### src/rtl/secuenciador_pixeles_pkg.sv
// Shared video definitions: RGB565 field layout, sequencer FSM states, colour-bar table.
// The colour-bar table is only referenced when TEST_PATTERN_EN is defined.
package pkg_video;

  localparam int unsigned R_MSB = 15;
  localparam int unsigned R_LSB = 11;
  localparam int unsigned G_MSB = 10;
  localparam int unsigned G_LSB = 5;
  localparam int unsigned B_MSB = 4;
  localparam int unsigned B_LSB = 0;

  typedef enum logic [1:0] {
    IDLE,
    LEER,
    VACIAR,
    FIN
  } estado_t;

  // White, yellow, cyan, green, magenta, red, blue, black
  localparam logic [15:0] BARRAS [8] = '{
    16'hFFFF, 16'hFFE0, 16'h07FF, 16'h07E0,
    16'hF81F, 16'hF800, 16'h001F, 16'h0000
  };

  typedef struct packed {
    logic [15:0] dato;
    logic        sof;
    logic        eol;
    logic        eof;
  } entrada_t;

  // Replicate the top bits of each field into the vacated low bits.
  function automatic logic [23:0] expandir(input logic [15:0] d);
    return {d[R_MSB:R_LSB], d[R_MSB -: 3],
            d[G_MSB:G_LSB], d[G_MSB -: 2],
            d[B_MSB:B_LSB], d[B_MSB -: 3]};
  endfunction

endpackage

### src/rtl/secuenciador_pixeles_fifo.sv
// Two-entry synchronous FIFO holding a pixel word plus its sof/eol/eof tags.
module fifo_pixeles
  import pkg_video::*;
(
  input  logic       clk,
  input  logic       rst_n,
  input  logic       push,
  input  logic       pop,
  input  entrada_t   din,
  output entrada_t   dout,
  output logic       full,
  output logic       empty,
  output logic [1:0] count
);

  entrada_t mem [2];
  logic     wr_ptr;
  logic     rd_ptr;

  always_ff @(posedge clk) begin
    if (!rst_n) begin
      mem    <= '{default: '0};
      wr_ptr <= 1'b0;
      rd_ptr <= 1'b0;
      count  <= '0;
    end else begin
      if (push) begin
        mem[wr_ptr] <= din;
        wr_ptr      <= ~wr_ptr;
      end
      if (pop) begin
        rd_ptr <= ~rd_ptr;
      end
      unique case ({push, pop})
        2'b10:   count <= count + 2'd1;
        2'b01:   count <= count - 2'd1;
        default: count <= count;
      endcase
    end
  end

  assign dout  = mem[rd_ptr];
  assign full  = (count == 2'd2);
  assign empty = (count == 2'd0);

endmodule

### src/rtl/secuenciador_pixeles.sv
// Raster frame reader: RGB565 memory reads -> RGB888 valid/ready pixel stream with tags.
// Optional colour-bar generator enabled by defining TEST_PATTERN_EN (adds input patron).
module secuenciador_pixeles
  import pkg_video::*;
#(
  parameter int unsigned ANCHO = 320,
  parameter int unsigned ALTO  = 240,
  parameter int unsigned AW    = 17,
  parameter int unsigned BASE  = 0
) (
  input  logic          clk,
  input  logic          rst_n,
  input  logic          start,
`ifdef TEST_PATTERN_EN
  input  logic          patron,
`endif
  output logic          busy,
  output logic          done,
  output logic          mem_rd,
  output logic [AW-1:0] mem_addr,
  input  logic [15:0]   mem_data,
  output logic          pix_valid,
  input  logic          pix_ready,
  output logic [7:0]    R,
  output logic [7:0]    G,
  output logic [7:0]    B,
  output logic          sof,
  output logic          eol,
  output logic          eof
);

  localparam int unsigned NPIX = ANCHO * ALTO;
  localparam int unsigned CW   = $clog2(ANCHO);
  localparam int unsigned FW   = (ALTO > 1) ? $clog2(ALTO) : 1;

  estado_t       estado, estado_sig;
  logic [AW-1:0] idx;
  logic          inflight;
  logic [CW-1:0] col;
  logic [FW-1:0] fila;
  logic          arranque, emitir, pop;
  logic [1:0]    ocup;
  logic [2:0]    ocup_tras_pop;
  logic          lleno, vacio;
  entrada_t      cab, nueva;
  logic [23:0]   rgb;

  assign arranque = (estado == IDLE) && start;
  assign pop      = pix_valid && pix_ready;
  // Counting this cycle's pop keeps 1 pixel/clk; buffer space is still guaranteed at capture.
  assign ocup_tras_pop = 3'(ocup) + 3'(inflight) - 3'(pop);

  always_comb begin
    estado_sig = estado;
    emitir     = 1'b0;
    unique case (estado)
      IDLE:   if (start) estado_sig = LEER;
      LEER: begin
        emitir = (ocup_tras_pop < 3'd2);
        if (emitir && (idx == AW'(NPIX - 1))) estado_sig = VACIAR;
      end
      VACIAR: if (pop && cab.eof) estado_sig = FIN;
      FIN:    estado_sig = IDLE;
      default: estado_sig = IDLE;
    endcase
  end

  assign busy     = (estado != IDLE);
  assign done     = (estado == FIN);
  assign mem_addr = AW'(BASE) + idx;

`ifdef TEST_PATTERN_EN
  logic       patron_q;
  logic [2:0] barra;
  assign barra  = 3'(col / CW'(ANCHO / 8));
  assign mem_rd = emitir && !patron_q;
  assign nueva.dato = patron_q ? BARRAS[barra] : mem_data;

  always_ff @(posedge clk) begin
    if (!rst_n)        patron_q <= 1'b0;
    else if (arranque) patron_q <= patron;
  end
`else
  assign mem_rd     = emitir;
  assign nueva.dato = mem_data;
`endif

  assign nueva.sof = (col == '0) && (fila == '0);
  assign nueva.eol = (col == CW'(ANCHO - 1));
  assign nueva.eof = nueva.eol && (fila == FW'(ALTO - 1));

  always_ff @(posedge clk) begin
    if (!rst_n) begin
      estado   <= IDLE;
      idx      <= '0;
      inflight <= 1'b0;
      col      <= '0;
      fila     <= '0;
    end else begin
      estado   <= estado_sig;
      inflight <= emitir;
      if (arranque) begin
        idx  <= '0;
        col  <= '0;
        fila <= '0;
      end else begin
        if (emitir) idx <= idx + AW'(1);
        if (inflight) begin
          if (nueva.eol) begin
            col  <= '0;
            fila <= nueva.eof ? '0 : fila + FW'(1);
          end else begin
            col <= col + CW'(1);
          end
        end
      end
    end
  end

  fifo_pixeles u_fifo (
    .clk   (clk),
    .rst_n (rst_n),
    .push  (inflight),
    .pop   (pop),
    .din   (nueva),
    .dout  (cab),
    .full  (lleno),
    .empty (vacio),
    .count (ocup)
  );

  assert property (@(posedge clk) disable iff (!rst_n) !(lleno && inflight && !pop));

  assign pix_valid = !vacio;
  assign rgb       = expandir(cab.dato);
  assign R   = pix_valid ? rgb[23:16] : '0;
  assign G   = pix_valid ? rgb[15:8]  : '0;
  assign B   = pix_valid ? rgb[7:0]   : '0;
  assign sof = pix_valid && cab.sof;
  assign eol = pix_valid && cab.eol;
  assign eof = pix_valid && cab.eof;

endmodule

### config.mk
export PLATFORM = sky130hd
export DESIGN_NAME = secuenciador_pixeles
export DESIGN_NICKNAME = d
export VERILOG_FILES = /design/src/rtl/secuenciador_pixeles_pkg.sv /design/src/rtl/secuenciador_pixeles_fifo.sv /design/src/rtl/secuenciador_pixeles.sv
export SDC_FILE = /design/constraint.sdc
export NUM_CORES = 1
export LEC_CHECK = 0
export CORE_MARGIN = 2
export CORE_UTILIZATION = 40
export DETAILED_ROUTE_END_ITERATION = 10
export PLACE_DENSITY = 0.75
export SLEW_MARGIN = 20
export SYNTH_ARGS = -nofsm -noshare
export SYNTH_HDL_FRONTEND = slang
export SYNTH_SLANG_ARGS = --single-unit
### constraint.sdc
create_clock -name clk -period 4.2 [get_ports clk]
set_input_delay 0.63 -clock clk [delete_from_list [all_inputs] [get_ports clk]]
set_output_delay 0.63 -clock clk [all_outputs]
set_load 0.02 [all_outputs]
## After elaboration in Yosys (flattened, before gate mapping)

Cells that the tools add are included.

| storage, ports and cells | value |
|---|---|
| logic and storage cells | 80 |
| output and inout port bits | 48 |
| flip-flop bits (word level) | 79 |
| input bits | 20 |

| cells by class | value |
|---|---|
| eq/ne operators | 11 |
| bitwise operators | 5 |
| $lt $le $gt $ge | 4 |
| reductions and logical operators | 20 |
| multiplexer cells | 17 |
| $add $sub $neg | 7 |

Operator list:

| operator | number |
|---|---|
| $mux W19 | 4 |
| $bwmux W38 | 1 |
| $mux W8 | 4 |
| $demux W19 S1 | 1 |
| $add A17 B1 Y17 const B | 1 |
| $eq A17 B17 Y1 const B | 1 |
| $logic_and A1 B1 Y1 | 10 |
| $add A9 B1 Y9 const B | 1 |
| $eq A9 B9 Y1 const B | 1 |
| $logic_not A9 Y1 | 1 |
| $mux W9 | 1 |
| $add A8 B1 Y8 const B | 1 |
| $eq A8 B8 Y1 const B | 1 |
| $logic_not A8 Y1 | 1 |
| $pmux W2 S4 | 1 |
| $eq A2 B2 Y1 const B | 3 |
| $mux W2 | 3 |
| $ne A2 B2 Y1 const B | 3 |
| $eq A2 B1 Y1 const B | 2 |
| $ge A2 B2 Y1 const B | 2 |
| $logic_not A2 Y1 | 2 |
| $not A1 Y2 | 2 |
| $pmux W2 S2 | 1 |
| $reduce_bool A2 Y1 | 2 |
| other kinds (12) | 14 |

## Longest topological paths before layout

Gate-level depths: netlist of the first run.

| depth | value |
|---|---|
| depth after elaboration | 8 |
| depth in mapped cells | 10 |
| depth with buffers taken out | 8 |

## Cells and area by module

A second synthesis of the first run with hierarchy kept.

| second synthesis, totals | value |
|---|---|
| cell total of the unflattened synthesis | 471 |
| area total of the unflattened synthesis | 4031.4 um^2 |

Modules (own cells, without submodules):

| module | times used | seq. area each (um^2) | cells an instance | area an instance (um^2) |
|---|---|---|---|---|
| secuenciador_pixeles | 1 | 740.7 | 265 | 2212.1 |
| fifo_pixeles | 1 | 840.8 | 206 | 1819.2 |

## Worst setup path after synthesis of the first run

No wires, ideal clock.

| timing path | value |
|---|---|
| kind | input to output |
| from | input port pix_ready |
| to | output port mem_rd |
| cell stages on the path | 6 |
| path slack | 1.227 ns |
| arrival time | 2.343 ns |
| data required time | 3.570 ns |
| buffers on the path | 0 |
| cells stage by stage | and3b_1 -> or2_2 -> nand2_1 -> fa_1 -> inv_1 -> nor3_1 |

| between the ends | value |
|---|---|
| cells in the longest elaborated chain, start to end | 4 |

RTL lines:

| what | line | RTL |
|---|---|---|
| start, declared | secuenciador_pixeles.sv:23 | `input logic pix_ready,` |
| $logic_and A1 B1 Y1 | secuenciador_pixeles.sv:49 | `assign pop = pix_valid && pix_ready;` |
| $sub A3 B1 Y3 | secuenciador_pixeles.sv:51 | `assign ocup_tras_pop = 3'(ocup) + 3'(inflight) - 3'(pop);` |
| $lt A3 B2 Y1 | secuenciador_pixeles.sv:59 | `emitir = (ocup_tras_pop < 3'd2);` |
| $mux W1 | secuenciador_pixeles.sv:56 | `unique case (estado)` |
| end, declared | secuenciador_pixeles.sv:19 | `output logic mem_rd,` |

No other way between the ends.

## Worst setup path in the final report of the first run

Same ends and word-level chain as after synthesis.

==> flow_metrics.py, run 1 <==
metrics = {
    "synthesis": {
        "yosys.area.top_type": "dfxtp_1",
        "synth_seq_area_share": 0.399,
        "ys_ff_latch": 79,
        "yosys_warnings": 0,
        "ys_types": 50,
        "avgSynthCellArea_um2": 8.19,
        "synth_top_area_frac": 0.399,
        "synthFlopType": "dfxtp_1",
        "synthTopCellsByArea": "dfxtp_1 (40%), nand2_1 (8.8%), a21boi_0 (7.2%), mux2i_1 (5.3%), nor2_1 (4.4%)",
        "synth_area_um2": 3970,
        "syn_nets": 515,
        "async_reset_ff_frac": 0,
        "syn_inst": 484,
        "synth_edf_count": 0,
    },
    "final_layout": {
        "area_growth_pct": 23.5,
        "fin_util": 0.506,
        "final_common_cell": "nand2_1",
        "final_cell_mix": "nand2_1 (93), dfxtp_1 (79), clkdlybuf4s50_1 (67)",
        "drive_above_1_share": 0.0519,
        "n_fill_cell": 917,
        "layout.nets": 566,
        "antenna_cells": 0,
        "fin_area_um2": 4900,
        "post_layout_nonfiller_instances": 673,
    },
    "timing": {
        "slew_headroom": 0.396,
        "tightest_slew_ns": 0.904,
        "hold_viol_final": 0,
        "slew_viol_final": 0,
        "fmax_mhz": 259,
        "setup-tns-final_ns": 0,
        "min_period_over_period": 0.920,
        "period_minus_slack_ns": 3.86,
        "final.setup_skew_ns": 0.00718,
        "rsz0062_at_grt": "false",
        "finalSetupViolations": 0,
        "whs_ns": 0.466,
    },
    "routing": {
        "drc_errors": 0,
        "drtIter0Drc": 203,
        "wl_mm": 9.12,
        "first_pass_iters": 4,
        "viasPerCell": 5.31,
        "ant_nets": 0,
        "wl_per_cell_um": 13.6,
        "wl_met2_mm": 4.29,
        "drt-met1-wl_mm": 4.25,
        "num_vias": 3571,
        "top_layer": "met4",
        "wl_met3_um": 442,
    },
    "critical_path": {
        "cp_max_fo": 6,
        "cpPeakStageDelay_ns": 0.67,
        "required_ns": 3.57,
        "critPathKind": "in2out",
        "end_kind": "primary output",
        "path_cells": "clkdlybuf4s50_1, and3b_1, or2_2, nand2_1, fa_1, inv_1, nor3_1, clkdlybuf4s50_1",
        "crit_top_cell": "clkdlybuf4s50_1",
        "start_kind": "input pin",
        "crit_arrival_ns": 3.23,
        "worst_path_max_delay_cell": "clkdlybuf4s50_1",
    },
    "cts": {
        "cts_buffers": 9,
        "cts_hold_buf": 0,
        "cts_setup_buffers": 0,
        "tritoncts": "yes",
        "cts_sinks": 79,
        "clock_latency_ns": 0.35,
        "postCtsResizedCells": 0,
        "cts.reportedPaths.clkPinSlew_ns": 0.08,
        "cts_htree_levels": 3,
        "clock_path_buffers": 2,
        "root_buffer": "clkbuf_8",
    },
    "global_route": {
        "grt_pass1_wl_mm": 15.2,
        "grtUsageTotal": 0.170,
        "grt_pass1_vias": 3323,
        "grt.overflow.total": 0,
        "antenna_found_initial": 0,
        "grt_max_degree": 54,
    },
    "placed_design": {
        "dp_cells": 657,
        "dpl_cell_area_um2": 4690,
        "gp_congestion": 0.803,
        "portBuffers": 67,
        "dpl.hpwl_mm": 6.20,
    },
    "die": {
        "die_h_um": 104,
        "ioPinCount": 68,
        "core-area_um2": 9680,
        "start_util": 0.410,
        "dieArea_um2": 10700,
        "chipWidth_um": 104,
        "rows": 36,
    },
    "status": {
        "status": "complete, no violations",
    },
    "run": {
        "maxCapViolCount": 0,
    },
    "power_and_ir_drop": {
        "power_density_nw_per_um2": 377,
        "irDropWorstVdd_mv": 0.173,
        "p_leak_uw": 0.00155,
    },
    "min_path": {
        "hold_class": "reg2reg",
    },
}
## registers in the layout (all words and copies together), names as in the netlist
signal,cells
u_fifo.mem,38
inflight,1
u_fifo.rd_ptr,1
col,9
estado,2
u_fifo.count,2
fila,8
u_fifo.wr_ptr,1
idx,17
## metrics by stage
step	power, uW	setup slack, ns
floorplan	1130	1.23
global placement	1270	0.366
detailed placement	1280	0.333
CTS	1860	0.316
global route	1940	0.176
finish	1850	0.335
## final cells by class
cell class	instances	area, um^2	area share
multi-input cells	356	2170	0.442
clock inverters	6	68.8	0.0140
well taps	133	166	0.0340
repair buffers	74	723	0.148
clock buffers	10	138	0.0281
inverters	15	56.3	0.0115
flip-flops and latches	79	1580	0.323
## path summary, 6_finish.rpt
kind / from / to / slack [ns] / cells past startpoint
worst max-delay path: pix_ready / mem_rd / 0.34 / 8
worst min-delay path: u_fifo.mem[0] / u_fifo.mem[0] / 0.47 / 2
worst max register to register: u_fifo.count[1] / idx[9] / 1.09 / 8
worst min register to register: u_fifo.mem[0] / u_fifo.mem[0] / 0.47 / 2
## synthesized netlist by cell type (all sizes together), types with 7 or more instances
master  number
a21boi      38
a21oi       15
buf         16
clkbuf      18
dfxtp       79
ha          10
inv         15
mux2i       21
nand2       93
nand3       14
nand4       12
nor2        46
nor4         8
o21ai        7
o31ai        7
or4         12
xnor2       14
## cell families after synthesis
group	count (synthesis)	synth area share
muxes	22	0.0558
and+or+nand+nor	223	0.270
xor gates and xnor gates	19	0.0420
adders and majority gates	11	0.0366
DFF	79	0.399
AOI/OAI and AO/OA	81	0.142
buffers and inverters	49	0.0552
## critical path: cells and delay by family
kind	cells	cell delay [ns]
buffers and inverters	3	1.33
adders and majority gates	1	0.54
and+or+nand+nor	4	0.75
## report_power, final
part	total (uW)	switching, uW	internal (uW)
combinational	432	248	184
sequential	835	39.7	795
clock	581	287	294
total	1850	575	1270
## layer usage
layer | vias to the layer above | GRT usage
li1 | 1764 | -
met1 | 1691 | 0.216
met2 | 107 | 0.284
met3 | 9 | 0.0359
met4 | 0 | 0.0627
met5 | - | 0
Power figures use the tool's default switching activity.
==> inputs of run 2 (changes only) <==
==> constraint.sdc (replaced) <==
create_clock -name clk -period 4.5 [get_ports clk]
set_input_delay 0.675 -clock clk [delete_from_list [all_inputs] [get_ports clk]]
set_output_delay 0.675 -clock clk [all_outputs]
set_load 0.02 [all_outputs]
==> flow_metrics.py, run 2 (synthesized netlist as in run 1, its figures left out) <==
metrics = {
    "final_layout": {
        "multi_input_area_um2": 2170,
        "n_fill_cell": 940,
        "fin_util": 0.502,
        "regMostFlops": "u_fifo.mem",
        "layout.nets": 564,
        "reg_top3": "u_fifo.mem x38, idx x17, col x9",
        "final_common_cell": "nand2_1",
        "area_growth_pct": 22.5,
        "regArea_um2": 1580,
        "post_layout_nonfiller_instances": 670,
        "final_cell_mix": "nand2_1 (93), dfxtp_1 (79), clkdlybuf4s50_1 (67)",
        "largest_reg_flops": 38,
        "drive_above_1_share": 0.0428,
        "antenna_cells": 0,
    },
    "timing": {
        "whs_ns": 0.464,
        "period_minus_slack_ns": 3.99,
        "fmax_mhz": 250,
        "final.setup_skew_ns": 0.0111,
        "tightest_slew_ns": 0.907,
        "finalSetupViolations": 0,
        "slew_headroom": 0.394,
        "slew_viol_final": 0,
        "setup-tns-final_ns": 0,
        "hold_viol_final": 0,
        "rsz0062_at_grt": "false",
        "min_period_over_period": 0.887,
    },
    "min_path": {
        "hold_end": "u_fifo.mem[10]",
        "min_from": "u_fifo.mem[10]",
        "hold_class": "reg2reg",
        "worstHoldPathCells": 2,
    },
    "power_and_ir_drop": {
        "total_power_uw": 1680,
        "power_density_nw_per_um2": 345,
        "irDropWorstVdd_mv": 0.179,
        "p_leak_uw": 0.00153,
    },
    "die": {
        "rows": 36,
        "start_util": 0.410,
        "chipWidth_um": 104,
        "ioPinCount": 68,
        "die_h_um": 104,
        "dieArea_um2": 10700,
        "core-area_um2": 9680,
    },
    "critical_path": {
        "startpoint": "pix_ready",
        "critPathKind": "in2out",
        "crit_arrival_ns": 3.32,
        "start_kind": "input pin",
        "reg2reg_depth": 8,
        "cp_max_fo": 6,
        "end_kind": "primary output",
        "r2r-end": "idx[11]",
        "timing.rr.start": "u_fifo.count[1]",
        "required_ns": 3.83,
        "reg2reg_slack_ns": 1.39,
    },
    "cts": {
        "tritoncts": "yes",
        "clock_path_buffers": 2,
        "cts_buffers": 9,
        "cts_setup_buffers": 0,
        "cts_sinks": 79,
        "postCtsResizedCells": 0,
        "root_buffer": "clkbuf_8",
        "cts.reportedPaths.clkPinSlew_ns": 0.07,
        "cts_hold_buf": 0,
        "clock_latency_ns": 0.35,
        "cts_htree_levels": 3,
    },
    "global_route": {
        "grt_max_degree": 54,
        "antenna_found_initial": 0,
        "grtUsageMet2": 0.283,
        "busiest_layer": "met2",
        "grt_pass1_wl_mm": 15.4,
        "grt.overflow.total": 0,
        "globalRouteMet1Util": 0.216,
        "grt_pass1_vias": 3378,
        "grtUsageTotal": 0.170,
        "grtUsageMet3": 0.0403,
    },
    "run": {
        "maxCapViolCount": 0,
    },
    "routing": {
        "first_pass_iters": 4,
        "wl_mm": 8.98,
        "drtIter0Drc": 169,
        "drc_errors": 0,
        "wl_per_cell_um": 13.4,
        "ant_nets": 0,
        "num_vias": 3535,
        "viasPerCell": 5.28,
    },
    "placed_design": {
        "portBuffers": 67,
        "gp_congestion": 0.832,
        "dpl.hpwl_mm": 6.15,
        "dp_cells": 655,
    },
    "status": {
        "status": "complete, no violations",
    },
}
-- run 2: worst max path at each step --
| stage | cells past startpoint | to |
|---|---|---|
| after global routing | 8 | mem_rd |
| final | 8 | mem_rd |
| after detailed placement | 8 | mem_rd |
| after floorplan | 6 | mem_rd |
| after global placement | 8 | mem_rd |
| after CTS | 8 | mem_rd |
-- run 2: report_power, final --
group	total, uW	switching (uW)	internal, uW
Sequential	788	45.0	742
Combinational	391	223	168
Clock	499	247	252
-- run 2: final cells by class --
type | instances | share of cell area
Tap cell | 133 | 0.0343
Clock inverter | 4 | 0.00979
Multi-Input combinational cell | 356 | 0.446
Timing Repair Buffer | 72 | 0.146
Inverter | 15 | 0.0116
Clock buffer | 11 | 0.0270
Sequential cell | 79 | 0.326
-- run 2: through the flow --
stage	cell area (um^2)	setup WS [ns]
after floorplan	3970	1.44
after global placement	4680	0.548
after detailed placement	4680	0.553
after CTS	4860	0.508
after global routing	4860	0.326
final	4860	0.508
-- run 2: routing by layer --
metal,vias to the layer above,wire [um]
li1,1765,-
met1,1665,4210
met2,92,4150
met3,13,494
met4,0,127
met5,-,0
-- run 2: critical path, stage by stage --
cell,delay [ns]
clkdlybuf4s50_1,0.55
and3b_1,0.23
or2_2,0.13
nand2_1,0.07
fa_1,0.56
inv_1,0.11
nor3_1,0.31
clkdlybuf4s50_1,0.67
